**src/rtl/reg_ctrl_pkg.sv**
```systemverilog
// rtl/reg_ctrl_pkg.sv - shared state encoding and default sizes for the register write path
package reg_ctrl_pkg;

    localparam int DEF_NREQ   = 3;
    localparam int DEF_DATA_W = 4;
    localparam int DEF_NREG   = 4;

    typedef enum logic [1:0] {
        IDLE  = 2'd0,
        LATCH = 2'd1,
        WRITE = 2'd2
    } state_t;

    // Index width for n items; a single item still needs one bit
    function automatic int idx_w(input int n);
        return (n > 1) ? $clog2(n) : 1;
    endfunction

endpackage

```
**src/rtl/reg_write_arbiter_if.sv**
```systemverilog
// rtl/reg_write_arbiter_if.sv - requester and register-bank signals of the write arbiter
interface reg_write_arbiter_if
    import reg_ctrl_pkg::*;
#(
    parameter int NREQ   = DEF_NREQ,
    parameter int DATA_W = DEF_DATA_W,
    parameter int NREG   = DEF_NREG
);
    localparam int AW = idx_w(NREG);

    logic [NREQ-1:0]        req;
    logic [NREQ*AW-1:0]     req_addr;
    logic [NREQ*DATA_W-1:0] req_data;
    logic [NREQ-1:0]        gnt;
    logic [NREG-1:0]        enabling;
    logic [DATA_W-1:0]      wdata;
    logic                   busy;

    modport master (
        output req, req_addr, req_data,
        input  gnt, enabling, wdata, busy
    );

    modport slave (
        input  req, req_addr, req_data,
        output gnt, enabling, wdata, busy
    );

endinterface

```
**src/rtl/rr_arbiter.sv**
```systemverilog
// rtl/rr_arbiter.sv - combinational round-robin pick starting after the last grant
module rr_arbiter
    import reg_ctrl_pkg::*;
#(
    parameter  int NREQ = DEF_NREQ,
    localparam int IW   = idx_w(NREQ)
) (
    input  logic [NREQ-1:0] req,
    input  logic [IW-1:0]   ptr,
    output logic [NREQ-1:0] win_oh,
    output logic [IW-1:0]   win_idx
);

    logic          found;
    logic [IW-1:0] cand;

    // Walk ptr+1, ptr+2, ... with wrap; the first active request wins
    always_comb begin
        win_oh  = '0;
        win_idx = '0;
        found   = 1'b0;
        cand    = '0;
        for (int k = 1; k <= NREQ; k++) begin
            cand = IW'((int'(ptr) + k) % NREQ);
            if (!found && req[cand]) begin
                found        = 1'b1;
                win_oh[cand] = 1'b1;
                win_idx      = cand;
            end
        end
    end

endmodule

```
**src/rtl/reg_write_arbiter.sv**
```systemverilog
// rtl/reg_write_arbiter.sv - round-robin arbiter serialising requester writes onto a register bank
module reg_write_arbiter
    import reg_ctrl_pkg::*;
#(
    parameter int NREQ   = DEF_NREQ,
    parameter int DATA_W = DEF_DATA_W,
    parameter int NREG   = DEF_NREG
) (
    input  logic               clock,
    input  logic               reset_n,
    reg_write_arbiter_if.slave bus
);

    localparam int AW = idx_w(NREG);
    localparam int IW = idx_w(NREQ);

    state_t            state;
    logic [IW-1:0]     ptr;
    logic [AW-1:0]     cap_addr;
    logic [AW-1:0]     addr_arr [NREQ];
    logic [DATA_W-1:0] data_arr [NREQ];
    logic [NREQ-1:0]   win_oh;
    logic [IW-1:0]     win_idx;
    logic [NREG-1:0]   en_dec;

    // Unpack the per-requester address and data fields
    always_comb begin
        for (int i = 0; i < NREQ; i++) begin
            addr_arr[i] = bus.req_addr[i*AW +: AW];
            data_arr[i] = bus.req_data[i*DATA_W +: DATA_W];
        end
    end

    rr_arbiter #(.NREQ(NREQ)) u_rr (
        .req     (bus.req),
        .ptr     (ptr),
        .win_oh  (win_oh),
        .win_idx (win_idx)
    );

    // One-hot register select; an address past the last register selects nothing
    always_comb begin
        en_dec = '0;
        for (int r = 0; r < NREG; r++) begin
            if (cap_addr == AW'(r)) begin
                en_dec[r] = 1'b1;
            end
        end
    end

    // Arbitrate in IDLE/WRITE, grant and capture into LATCH, pulse the enable in WRITE
    always_ff @(posedge clock or negedge reset_n) begin
        if (!reset_n) begin
            state        <= IDLE;
            ptr          <= IW'(NREQ - 1);
            cap_addr     <= '0;
            bus.gnt      <= '0;
            bus.enabling <= '0;
            bus.wdata    <= '0;
            bus.busy     <= 1'b0;
        end else begin
            bus.gnt      <= '0;
            bus.enabling <= '0;
            case (state)
                IDLE, WRITE: begin
                    if (|bus.req) begin
                        state     <= LATCH;
                        bus.gnt   <= win_oh;
                        cap_addr  <= addr_arr[win_idx];
                        bus.wdata <= data_arr[win_idx];
                        ptr       <= win_idx;
                        bus.busy  <= 1'b1;
                    end else begin
                        state    <= IDLE;
                        bus.busy <= 1'b0;
                    end
                end
                LATCH: begin
                    state        <= WRITE;
                    bus.enabling <= en_dec;
                    bus.busy     <= 1'b1;
                end
                default: begin
                    state    <= IDLE;
                    bus.busy <= 1'b0;
                end
            endcase
        end
    end

endmodule

```
**src/flat_wrapper.sv**
```systemverilog
// flat-port wrapper written by rule: the top's interface ports become plain ports
module reg_write_arbiter_flat import reg_ctrl_pkg::*;
#(
    parameter int NREQ   = DEF_NREQ,
    parameter int DATA_W = DEF_DATA_W,
    parameter int NREG   = DEF_NREG
)
  (clock, reset_n, bus_req, bus_req_addr, bus_req_data, bus_gnt, bus_enabling, bus_wdata, bus_busy);
  reg_write_arbiter_if #(.NREQ(NREQ), .DATA_W(DATA_W), .NREG(NREG)) bus_i ();
  input  logic clock;
  input  logic reset_n;
  input wire logic [$bits(bus_i.req)-1:0] bus_req;
  input wire logic [$bits(bus_i.req_addr)-1:0] bus_req_addr;
  input wire logic [$bits(bus_i.req_data)-1:0] bus_req_data;
  output wire logic [$bits(bus_i.gnt)-1:0] bus_gnt;
  output wire logic [$bits(bus_i.enabling)-1:0] bus_enabling;
  output wire logic [$bits(bus_i.wdata)-1:0] bus_wdata;
  output wire logic [$bits(bus_i.busy)-1:0] bus_busy;
  assign bus_i.req = bus_req;
  assign bus_i.req_addr = bus_req_addr;
  assign bus_i.req_data = bus_req_data;
  assign bus_gnt = bus_i.gnt;
  assign bus_enabling = bus_i.enabling;
  assign bus_wdata = bus_i.wdata;
  assign bus_busy = bus_i.busy;
  reg_write_arbiter #(.NREQ(NREQ), .DATA_W(DATA_W), .NREG(NREG)) u_core (.clock(clock), .reset_n(reset_n), .bus(bus_i));
endmodule
```
**config.mk**
```make
export PLATFORM = sky130hd
export DESIGN_NAME = reg_write_arbiter_flat
export DESIGN_NICKNAME = d
export VERILOG_FILES = /design/src/rtl/reg_ctrl_pkg.sv /design/src/rtl/reg_write_arbiter_if.sv /design/src/rtl/rr_arbiter.sv /design/src/rtl/reg_write_arbiter.sv /design/src/flat_wrapper.sv
export SDC_FILE = /design/constraint.sdc
export NUM_CORES = 1
export LEC_CHECK = 0
export ABC_AREA = 1
export CORE_AREA = 2 2 56 53
export DETAILED_ROUTE_END_ITERATION = 10
export DIE_AREA = 0 0 58 55
export PLACE_DENSITY = 0.8
export SYNTH_ARGS = -nofsm -noshare
export SYNTH_HDL_FRONTEND = slang
export SYNTH_SLANG_ARGS = --single-unit
```
**constraint.sdc**
```tcl
create_clock -name clock -period 2.1 [get_ports clock]
set_input_delay 0.42 -clock clock [delete_from_list [all_inputs] [get_ports clock]]
set_output_delay 0.42 -clock clock [all_outputs]
set_load 0.01 [all_outputs]
```
## Word-level counts from Yosys, hierarchy flattened

Index checks and enable logic that the tools add are counted.

- Flip-flop bits (word level): 18
- Latch bits: 0
- Bits in writable memories: 0
- ROM bits: 0
- Output and inout bits: 12
- Memories: 0

- Add/sub/neg operators: 3
- Multipliers: 0
- Div/mod/pow operators: 3
- $lt $le $gt $ge: 7
- Equal/unequal tests: 5
- Shift-type cells: 0
- Mux-type cells: 37
- Bitwise gates (word level): 3
- Reductions and logical operators: 12

Operators with widths:

| operator | number |
|---|---|
| modulo 32 x 3 -> 32 bit, second input constant | 3 |
| 2-to-1 mux 3 bit | 5 |
| 2-to-1 mux 1 bit | 14 |
| 2-to-1 mux 4 bit | 3 |
| 2-to-1 mux 2 bit | 5 |
| < comparator 2 x 3 -> 1 bit, second input constant | 3 |
| binary-select mux 4 bit (select 2 bit) | 1 |
| adder 2 x 2 -> 3 bit, second input constant | 2 |
| binary-select mux 1 bit (select 2 bit) | 3 |
| demux 1 bit (select 2 bit) | 3 |
| equality test 2 bit, second input constant | 3 |
| greater-or-equal comparator 2 x 1 -> 1 bit, second input constant | 3 |
| bitwise OR 3 bit | 2 |
| logical AND 1 bit | 5 |
| binary-select mux 2 bit (select 2 bit) | 1 |
| equality test 2 x 1 -> 1 bit, second input constant | 2 |
| zero test 2 bit | 2 |
| one-hot mux 2 bit (2 select lines) | 1 |
| adder 2 x 1 -> 3 bit, second input constant | 1 |
| greater-or-equal comparator 3 bit, second input constant | 1 |
| NOT 2 -> 3 bit | 1 |
| OR reduction 3 bit | 1 |
| zero test 1 bit | 2 |
| one-hot mux 1 bit (2 select lines) | 1 |
| 2 further kinds | 2 |

## Depth between registers and ports, before layout

- Word-level depth: 15
- Depth in mapped cells: 13

## Modules after synthesis

From an unflattened synthesis, not the netlist that was laid out.

- Cell total of the unflattened synthesis: 163
- Area total of the unflattened synthesis: 1118.6 um^2

By module, submodules not included:

| module | instances | cells an instance | area an instance (um^2) |
|---|---|---|---|
| reg_write_arbiter | 1 | 109 | 839.6 |
| rr_arbiter | 1 | 54 | 279.0 |

## Least setup slack after synthesis

Ideal clock, no wire load.

- Path type: reg2reg
- Start: reg u_core.ptr[1]
- End: reg u_core.bus.wdata[0]
- Data arrival time: 1.690 ns
- Required time: 1.976 ns
- Slack: 0.286 ns
- Stages on the path, launching flop included: 10
- Buffers on the path: 0
- Cells stage by stage: dfstp_2 > ha_1 > o21ai_1 > nand2_4 > nand2_1 > nand2_1 > nand2_4 > nand2_4 > o211ai_1 > nand2_1

- Longest elaborated chain between the ends: 15
- Elaborated cells between the ends (all ways): 25

Ends and longest elaborated chain:

| item | line | source |
|---|---|---|
| start: declaration | reg_write_arbiter.sv:18 | `logic [IW-1:0] ptr;` |
| start signal: assignment | reg_write_arbiter.sv:55 | `ptr <= IW'(NREQ - 1);` |
| start signal: assignment | reg_write_arbiter.sv:71 | `ptr <= win_idx;` |
| adder 2 x 1 -> 3 bit | rr_arbiter.sv:24 | `cand = IW'((int'(ptr) + k) % NREQ);` |
| modulo 32 x 3 -> 32 bit | rr_arbiter.sv:24 |  |
| binary-select mux 1 bit (select 2 bit) | rr_arbiter.sv:25 | `if (!found && req[cand]) begin` |
| 2-to-1 mux 1 bit (not written as such) | rr_arbiter.sv:25 |  |
| 2-to-1 mux 1 bit | rr_arbiter.sv:25 |  |
| zero test 1 bit | rr_arbiter.sv:25 |  |
| logical AND 1 bit | rr_arbiter.sv:25 |  |
| 2-to-1 mux 1 bit | rr_arbiter.sv:25 |  |
| zero test 1 bit | rr_arbiter.sv:25 |  |
| logical AND 1 bit | rr_arbiter.sv:25 |  |
| 2-to-1 mux 2 bit * | rr_arbiter.sv:25 |  |
| NOT 2 -> 3 bit (not written as such) * | reg_write_arbiter.sv:70 | `bus.wdata <= data_arr[win_idx];` |
| binary-select mux 4 bit (select 2 bit) * | reg_write_arbiter.sv:70 |  |
| 2-to-1 mux 4 bit (not written as such) * (2 in series) | reg_write_arbiter.sv:70 |  |
| end signal: assignment | reg_write_arbiter.sv:70 |  |
| end: declaration | reg_write_arbiter_if.sv:26 | `output gnt, enabling, wdata, busy` |

Every way passes the cells marked *; elsewhere a longest branch is shown, timed or not. The select of a mux whose other input is x is not followed.
A chain may end at the register's enable or synchronous reset.

## Worst setup path in the final report

Ends and elaborated chain as after synthesis.

==> flow_summary.yaml <==
floorplan:
  floorplan.rows: 18
  die_height_um: 55
  start_util: 0.436
  top_level_ports: 35
  core_area_um2: 2610
  die_area_um2: 3190
  floorplan.die.width_um: 58
sta:
  min_period_over_period: 0.932
  worst_hold_slack_ns: 0.417
  final_period_minus_worst_setup_slack_ns: 1.96
  finalMaxSlewViolations: 0
  final-hold-violation-count: 0
  postLayoutSetupSlackWorst_ns: 0.143
  slew_headroom: 0.758
  worst_slew_pin_slew_ns: 0.362
  finClkSkew_ns: 0.00828
  setup-violations-final: 0
  timing.fmax_mhz: 511
detailed_routing:
  drt_pre_antenna_iters: 4
  routedWlPerCell_um: 13.8
  wl_um: 2930
  dr_total_vias: 1103
  detail_route.vias_per_cell: 5.20
  first_iter_violations: 44
  antenna_left: 0
  post-route-drc-count: 0
critical_path:
  worst_r2r_path_depth: 11
  crit_path_start: "u_core.ptr[1]"
  critical_path.reg2reg.startpoint: "u_core.ptr[1]"
  critical_path.cell_chain: "inv_1 -> ha_2 -> inv_2 -> nand2_1 -> nand3_1 -> nand2_2 -> nand3_2 -> nand3_4 -> a21oi_4 -> o211ai_1 -> nand2_1"
  critPathRequiredTime_ns: 2.35
  cpMaxStageDelayCell: "sky130_fd_sc_hd__dfstp_2"
  crit_path_end: "u_core.bus.wdata[0]"
  crit_buf_inv: 2
  delay_of_the_slowest_critical_path_stage_ns: 0.59
  startpoint_type: "flip-flop"
  worst_path_most_repeated_cell: "sky130_fd_sc_hd__nand2_1"
  arrival_ns: 2.21
  critical_path_cell_count: 11
  worst-setup-path-type: "reg2reg"
  reg2reg_slack_ns: 0.14
  worst-path-max-fanout: 6
  crit_path_end_kind: "flip-flop"
  timing.critical_path.max_delay_family: "simple AND/OR/NAND/NOR gates"
  reg2reg_to: "u_core.bus.wdata[0]"
place:
  dpl.hpwl_um: 2220
  pre_cts_ws_ns: -0.0502
  gp_congestion: 0.839
  numPortBuffers: 34
hold_path:
  hp-class: "reg2reg"
synthesis:
  ys_top_cells_by_area: "sky130_fd_sc_hd__dfrtp_1 (37%), sky130_fd_sc_hd__nand2_1 (11%), sky130_fd_sc_hd__inv_1 (7.6%), sky130_fd_sc_hd__nand3_1 (6.6%), sky130_fd_sc_hd__ha_1 (4.4%)"
  netlist_instances: 141
  synth_top_cell_by_area: "sky130_fd_sc_hd__dfrtp_1"
  synth_edf_count: 0
  synth-seq-cells: 18
  synthArstFlopShare: 1.00
  synth_fp_nets: 168
  synth_warnings: 0
  netlist_area_um2: 1140
  synth_top_area_frac: 0.373
  synth_cell_types: 25
  seq_area_frac_synth: 0.396
  yosysMostFrequentCell: "sky130_fd_sc_hd__nand2_1"
  avgSynthCellArea_um2: 8.08
  yosys_most_used_dff: "sky130_fd_sc_hd__dfrtp_1"
  yosys-top-cells-count: "sky130_fd_sc_hd__nand2_1 (32), sky130_fd_sc_hd__inv_1 (23), sky130_fd_sc_hd__dfrtp_1 (17), sky130_fd_sc_hd__nand3_1 (15), sky130_fd_sc_hd__nor2_1 (6)"
global_route:
  globalRoute.totalOverflow: 0
  grt_max_degree: 19
  grt_pass1_vias: 1077
  grt_pass1_wl_um: 4730
  initial_antenna_violation_count: 0
  grt_usage: 0.199
clocking:
  tritoncts: "done"
  cts.htree.levels: 1
  root_cell_of_the_clock_tree: "sky130_fd_sc_hd__clkbuf_4"
  cts.sink_count: 18
  cts_setup_buffers: 0
  cts_repair_resize_count: 0
  number_of_buffers_inserted_by_hold_repair_at_cts: 0
  tritoncts.num_buffers: 3
  cts-root-to-sink-buffers: 2
  cts.clk_slew.worst_paths_ns: 0.12
  clock_latency_ns: 0.31
power:
  power.density_nw_per_um2: 1630
  power_w: 0.00264
  vdd_ir_drop_max_uv: 925
  p_leak_nw: 0.777
finish:
  share_of_final_layout_standard_cells_stronger_than_drive_strength_1: 0.187
  nets: 210
  final_core_utilization: 0.619
  diodes: 0
  flow.area_growth_from_synthesis_pct: 41.8
status:
  status: "finished clean"
run:
  max-cap-violations: 0
-- cell families (layout without fill, tap and decap cells) --
family | Yosys count | after routing | share of synthesized area
compound gates | 18 | 18 | 0.105
fa+ha+maj | 4 | 4 | 0.0439
buf+inv | 28 | 69 | 0.0933
flops | 18 | 18 | 0.396
simple gates | 73 | 73 | 0.361
-- area by class of cell --
| cell class | count | area (um^2) |
|---|---|---|
| Inverter | 27 | 101 |
| Multi-Input combinational cell | 95 | 619 |
| Sequential cell | 18 | 452 |
| Tap cell | 30 | 37.5 |
| Fill cell | 217 | 996 |
| Clock buffer | 4 | 36.3 |
| Timing Repair Buffer | 38 | 370 |
-- report_power, final --
| part | internal, W | switching (W) | leakage (nW) | total (W) |
|---|---|---|---|---|
| sequential | 0.000480 | 0.0000700 | 0.222 | 0.000550 |
| clock | 0.000106 | 0.000121 | 0.0210 | 0.000226 |
| combinational | 0.000721 | 0.00114 | 0.534 | 0.00186 |
-- layer usage --
metal / vias to the layer above / share of wire / track usage
met3: 9 / 0.077 / 0.0488
met5: - / 0 / 0
li1: 539 / - / -
met1: 508 / 0.42 / 0.223
met2: 47 / 0.48 / 0.356
met4: 0 / 0.020 / 0.105
-- sequential cells by signal (all words and copies together), names as in the netlist --
register             cells
u_core.bus.enabling      4
u_core.bus.busy          1
u_core.ptr               2
u_core.bus.gnt           3
u_core.cap_addr          2
u_core.bus.wdata         4
u_core.state             2
-- worst min-delay path by stage --
stage / cells past startpoint / endpoint / startpoint / slack (ns)
after floorplan: 0 / u_core.bus.busy / reset_n / 0.12
after global placement: 1 / u_core.state[1] / u_core.state[1] / 0.40
after detailed placement: 1 / u_core.state[1] / u_core.state[1] / 0.40
after CTS: 1 / u_core.state[1] / u_core.state[1] / 0.42
after global routing: 1 / u_core.state[1] / u_core.state[1] / 0.44
final: 1 / u_core.state[1] / u_core.state[1] / 0.42
-- metrics by stage --
step / std cells / TNS [ns] / area, um^2
floorplan: 141 / 0 / 1140
global placement: 208 / 0 / 1540
detailed placement: 208 / -0.128 / 1540
CTS: 212 / 0 / 1580
global route: 212 / -0.00191 / 1620
finish: 212 / 0 / 1620
-- cell usage in the layout (no fill, tap or decap), types with 4 or more instances in the layout --
cell,count
sky130_fd_sc_hd__buf_4,4
sky130_fd_sc_hd__dfrtp_1,17
sky130_fd_sc_hd__nand3_1,15
sky130_fd_sc_hd__clkdlybuf4s50_1,34
sky130_fd_sc_hd__a21oi_2,4
sky130_fd_sc_hd__nand2_4,4
sky130_fd_sc_hd__nor3_1,4
sky130_fd_sc_hd__inv_2,4
sky130_fd_sc_hd__nand3b_1,4
sky130_fd_sc_hd__nor2_1,6
sky130_fd_sc_hd__inv_1,23
sky130_fd_sc_hd__nand2_1,31
(Power assumes the default switching activity.)
==> patch 1: new RTL, config.mk and constraints unchanged <==
The package constant `DEF_NREG` goes from 4 to 3.
--- a/src/rtl/reg_ctrl_pkg.sv
+++ b/src/rtl/reg_ctrl_pkg.sv
@@ -5,3 +5,3 @@
     localparam int DEF_DATA_W = 4;
-    localparam int DEF_NREG   = 4;
+    localparam int DEF_NREG   = 3;
 
Ports: changed (resized bus_enabling); port bits go from 35 to 34. The function was not compared with the original's and may differ.
==> patch 1 against the unedited design <==
Final area is 9.7% lower. Routed wire length is 21% lower. Highest routed layer is now met3. Largest cell class unchanged. Combinational power is 19% lower. Largest power group unchanged. Total power decreased by 17%. Sequential cell count is 1 lower. Via count fell by 6.9%. Synthesized cell count shrank 4.3%. Clock power fell by 24%. Setup slack improved by 0.012 ns. Critical path type unchanged. Area after synthesis decreased by 9.9%.
==> patch 1: results (changes against the unedited design) <==
status = complete, no violations
met2 Use GR = 28.6% (-7.0 points)
Synth area leaders = dfrtp_1, nand2_1, nand3_1
hpwl dp = 1910 um (-14%)
Post-synth ARST share = 100% (unchanged)
sequential share of the synthesized area = 41.5% (+1.9 points)
detailed-route wire length per cell = 11.3 um (-18%)
VDD IR max = 0.00101 V (+9.2%)
via count = 1,027 (-6.9%)
first-pass GRT wire length = 3860 um (-18%)
Crit Path Max Fanout = 8 (+2)
worst path arrival time = 2.12 ns (-0.09 ns)
internal power = 1.12 mW (-14%)
post-synthesis cell type count = 21 (-16%)
Skew-Pair Late Insertion Delay = 0.28 ns (-0.03 ns)
biggest regs = u_core.bus.wdata: 4 flops, u_core.bus.enabling: 3 flops, u_core.bus.gnt: 3 flops
fin cells = 205 (-3.3%)
Syn Inst Count = 135 (-4.3%)
post-cts resize count = 0 (unchanged)
Fillers = 230 (+6.0%)
met3 Use GR = 4.65% (-0.23 points)
Overall Power = 2.20 mW (-17%)
met2 WL = 1100 um (-22%)
GR Util met1 = 19.1% (-3.2 points)
most instantiated cells after synthesis = nand2_1, dfrtp_1, nand3_1, inv_1, inv_2
Clock Pin Slew Worst Setup and Hold Paths = 0.10 ns (-0.02 ns)
fraction of layout cells with a size suffix above 1 = 16.6% (-2.1 points)
met3 wire len = 171 um (-24%)
type of the most critical hold path = reg -> reg
DP Worst Slack = 0.0261 ns (+0.0763 ns)
GPL Wtd Cong = 0.934 (+11%)
Final #Nets = 203 (-3.3%)
Mapped Nets = 162 (-3.6%)
largest net degree at the start of global routing = 18 (-1)
clock share of power = 7.8% (-0.8 points)
wire length on met1 = 1050 um (-15%)
Logic pwr share = 68.3% (-2.3 points)
CTS root buf = clkbuf_4
utilization after layout = 55.9% (-6.0 points)
Worst-Margin Slew = 0.229 ns (-0.133 ns)
total global-route track usage = 15.8% (-4.0 points)
leak pwr = 0.719 nW (-7.5%)
Worst Skew = 0.000869 ns (-0.00741 ns)
DR iter-0 viols = 24 (-45%)
placed cell area = 1420 um^2 (-8.1%)
n_diodes = 0 (unchanged)
## patch 1: changes by cell type after synthesis, sizes merged, moves of 2 or more
cell	before	now
o211ai	2	0
nand2	37	51
a21oi	7	5
nand3b	5	3
inv	27	19
nor3	4	2
## patch 1: layout make-up
type	count	area share [%]
Timing Repair Buffer	36	24.2
Clock buffer	3	1.54
Sequential cell	17	29.2
Inverter	19	4.88
Multi-Input combinational cell	99	37.3
Tap cell	30	2.57
Clock inverter	1	0.343
## patch 1: worst paths after layout
path | startpoint | to | slack [ns] | cells after the start
min in group asynchronous | reset_n | u_core.bus.wdata[2]$_DFFE_PN0P_ | 0.45 | 2
worst min register to register | u_core.state[1]$_DFF_PN0_ | u_core.state[1]$_DFF_PN0_ | 0.41 | 1
worst max register to register | u_core.ptr[1]$_DFFE_PN1P_ | u_core.cap_addr[0]$_DFFE_PN0P_ | 0.16 | 14
max in group asynchronous | reset_n | u_core.ptr[1]$_DFFE_PN1P_ | 1.40 | 2
worst min-delay path | u_core.state[1]$_DFF_PN0_ | u_core.state[1]$_DFF_PN0_ | 0.41 | 1
worst max-delay path | u_core.ptr[1]$_DFFE_PN1P_ | u_core.cap_addr[0]$_DFFE_PN0P_ | 0.16 | 14
## patch 1: worst max-delay path: cells and delay by family (launching register included)
kind	cells	cell delay, ns
AND/OR/NAND/NOR	10	0.79
adder cells (fa/ha/maj)	1	0.22
buffers and inverters	3	0.23
flip-flops	1	0.58
## patch 1: cells by family (layout without fill, tap and decap cells)
logic type,Yosys count,count (layout),share of synthesized area (%)
simple gates,83,83,39.3
fa+ha+maj,4,4,4.87
buf+inv,19,59,6.94
flops,17,17,41.5
compound gates,12,12,7.31
==> patch 2: new RTL, same settings <==
Made on the original files. Make the reset (`reset_n`) synchronous in one clocked block.
--- a/src/rtl/reg_write_arbiter.sv
+++ b/src/rtl/reg_write_arbiter.sv
@@ -51,3 +51,3 @@
     // Arbitrate in IDLE/WRITE, grant and capture into LATCH, pulse the enable in WRITE
-    always_ff @(posedge clock or negedge reset_n) begin
+    always_ff @(posedge clock) begin
         if (!reset_n) begin
Behaviour: differs if reset_n is asserted again (counterexample within 4 cycles, from zero or initial values and one cycle with reset_n low); with reset_n held inactive, the same outputs for 4 cycles.
==> patch 2 against the unedited design <==
Sequential cell count is the same. Area after synthesis shrank 5.8%. Final area shrank 5.5%. Setup slack gained 0.0069 ns. Critical path depth grew 2. Critical path type unchanged. Routed wire length shrank 9.9%. First-iteration DRC count shrank 27%. Highest routed layer is now met3.
Power is not compared: it rests on default switching activity, and its combinational part moved more than twofold at a synthesized area within 25%.
==> patch 2: results (changes against the unedited design) <==
status = complete, no violations
met3 wire len = 161 um (-28%)
first-pass GRT wire length = 3940 um (-17%)
sequential share of the synthesized area = 33.6% (-6.1 points)
Highest Signal Layer = met3
met2 Use GR = 32.0% (-3.6 points)
Inst Count DP = 211 (+1.4%)
wire length on met1 = 1100 um (-11%)
Crit Path Max Fanout = 5 (-1)
DR iter-0 viols = 32 (-27%)
number of global-route vias before repair = 966 (-10%)
WL final = 2640 um (-9.9%)
predominant post-synthesis flop cell = dfxtp_1
DP Worst Slack = -0.0410 ns (+0.00925 ns)
slack of the worst reg-to-reg path = 0.15 ns
Mapped Nets = 172 (+2.4%)
crit path capture = u_core.bus.wdata[2]$_SDFFE_PN0P_
type of the most critical hold path = reg -> reg
Worst Skew = 0.00550 ns (-0.00278 ns)
Skew-Pair Late Insertion Delay = 0.29 ns (-0.02 ns)
drt via density = 4.91 (-5.7%)
Worst-Margin Slew = 0.322 ns (-0.0394 ns)
total global-route track usage = 16.5% (-3.4 points)
R2R depth = 13 (+2)
Largest delay share family, worst path = simple AND/OR/NAND/NOR gates
Max stage delay on crit path = 0.42 ns (-0.17 ns)
Mapped Avg Cell Area = 7.40 um^2 (-8.4%)
final period utilization = 92.9% (-0.33 points)
initial antenna violation count = 0 (unchanged)
met3 Use GR = 4.65% (-0.23 points)
Critical Path Start = u_core.ptr[1]$_SDFFE_PN1P_
most instantiated cells after synthesis = nand2_1, inv_1, nand3_1, dfxtp_1, a21oi_1
GR Util met1 = 17.8% (-4.5 points)
post-synthesis cell type count = 24 (-4.0%)
Post-synth ARST share = 0% (-100 points)
Synth area leaders = dfxtp_1, nand2_1, nand3_1
Clock Pin Slew Worst Setup and Hold Paths = 0.10 ns (-0.02 ns)
largest net degree at the start of global routing = 11 (-8)
DRT Pass-1 Iters = 4 (unchanged)
fraction of layout cells with a size suffix above 1 = 17.8% (-0.84 points)
met2 WL = 1380 um (-2.1%)
hpwl dp = 2110 um (-5.1%)
fin cells = 215 (+1.4%)
Slowest-stage cell, CP = dfxtp_1
GPL Wtd Cong = 0.845 (+0.67%)
worst path arrival time = 2.19 ns (-0.02 ns)
==> patch 2: worst min path at each step <==
stage                               start                          to  slack (ns)  cells past startpoint
6_report       u_core.state[1]$_SDFF_PN0_  u_core.state[1]$_SDFF_PN0_        0.41                      1
5_1_grt        u_core.state[1]$_SDFF_PN0_  u_core.state[1]$_SDFF_PN0_        0.45                      1
4_1_cts        u_core.state[1]$_SDFF_PN0_  u_core.state[1]$_SDFF_PN0_        0.42                      1
3_5_place_dp   u_core.state[1]$_SDFF_PN0_  u_core.state[1]$_SDFF_PN0_        0.40                      1
3_3_place_gp   u_core.state[1]$_SDFF_PN0_  u_core.state[1]$_SDFF_PN0_        0.40                      1
2_1_floorplan  u_core.state[1]$_SDFF_PN0_  u_core.state[1]$_SDFF_PN0_        0.39                      1
==> patch 2: per-stage QoR <==
stage / cell area [um^2] / TNS [ns] / hold WS (ns)
floorplan: 1070 / 0 / 0.386
global placement: 1460 / 0 / 0.397
detailed placement: 1460 / -0.108 / 0.403
CTS: 1500 / 0 / 0.416
global route: 1530 / -0.0152 / 0.448
finish: 1530 / 0 / 0.412
==> patch 2: cell type report <==
cell class	instances	area, um^2
repair buffers	37	363
clock buffers	4	36.3
flip-flops and latches	18	360
multi-input cells	97	618
well taps	30	37.5
inverters	29	113
fillers	247	1080
==> patch 2: repair_timing <==
| item | 4_1_cts | 5_1_grt |
|---|---|---|
| hold endpoints to repair | 0 | 0 |
| setup endpoints to repair | 1 | 6 |
| setup buffers | 0 | 0 |
| gates resized for setup | 1 | 3 |
| pin swaps | 0 | 0 |
==> patch 2: kinds of logic after synthesis <==
logic type,count (synthesis),synth area share [%]
and+or+nand+nor,78,41.3
buffers and inverters,30,11.5
AOI/OAI and AO/OA,15,8.98
adders and majority gates,4,4.66
DFF,18,33.6
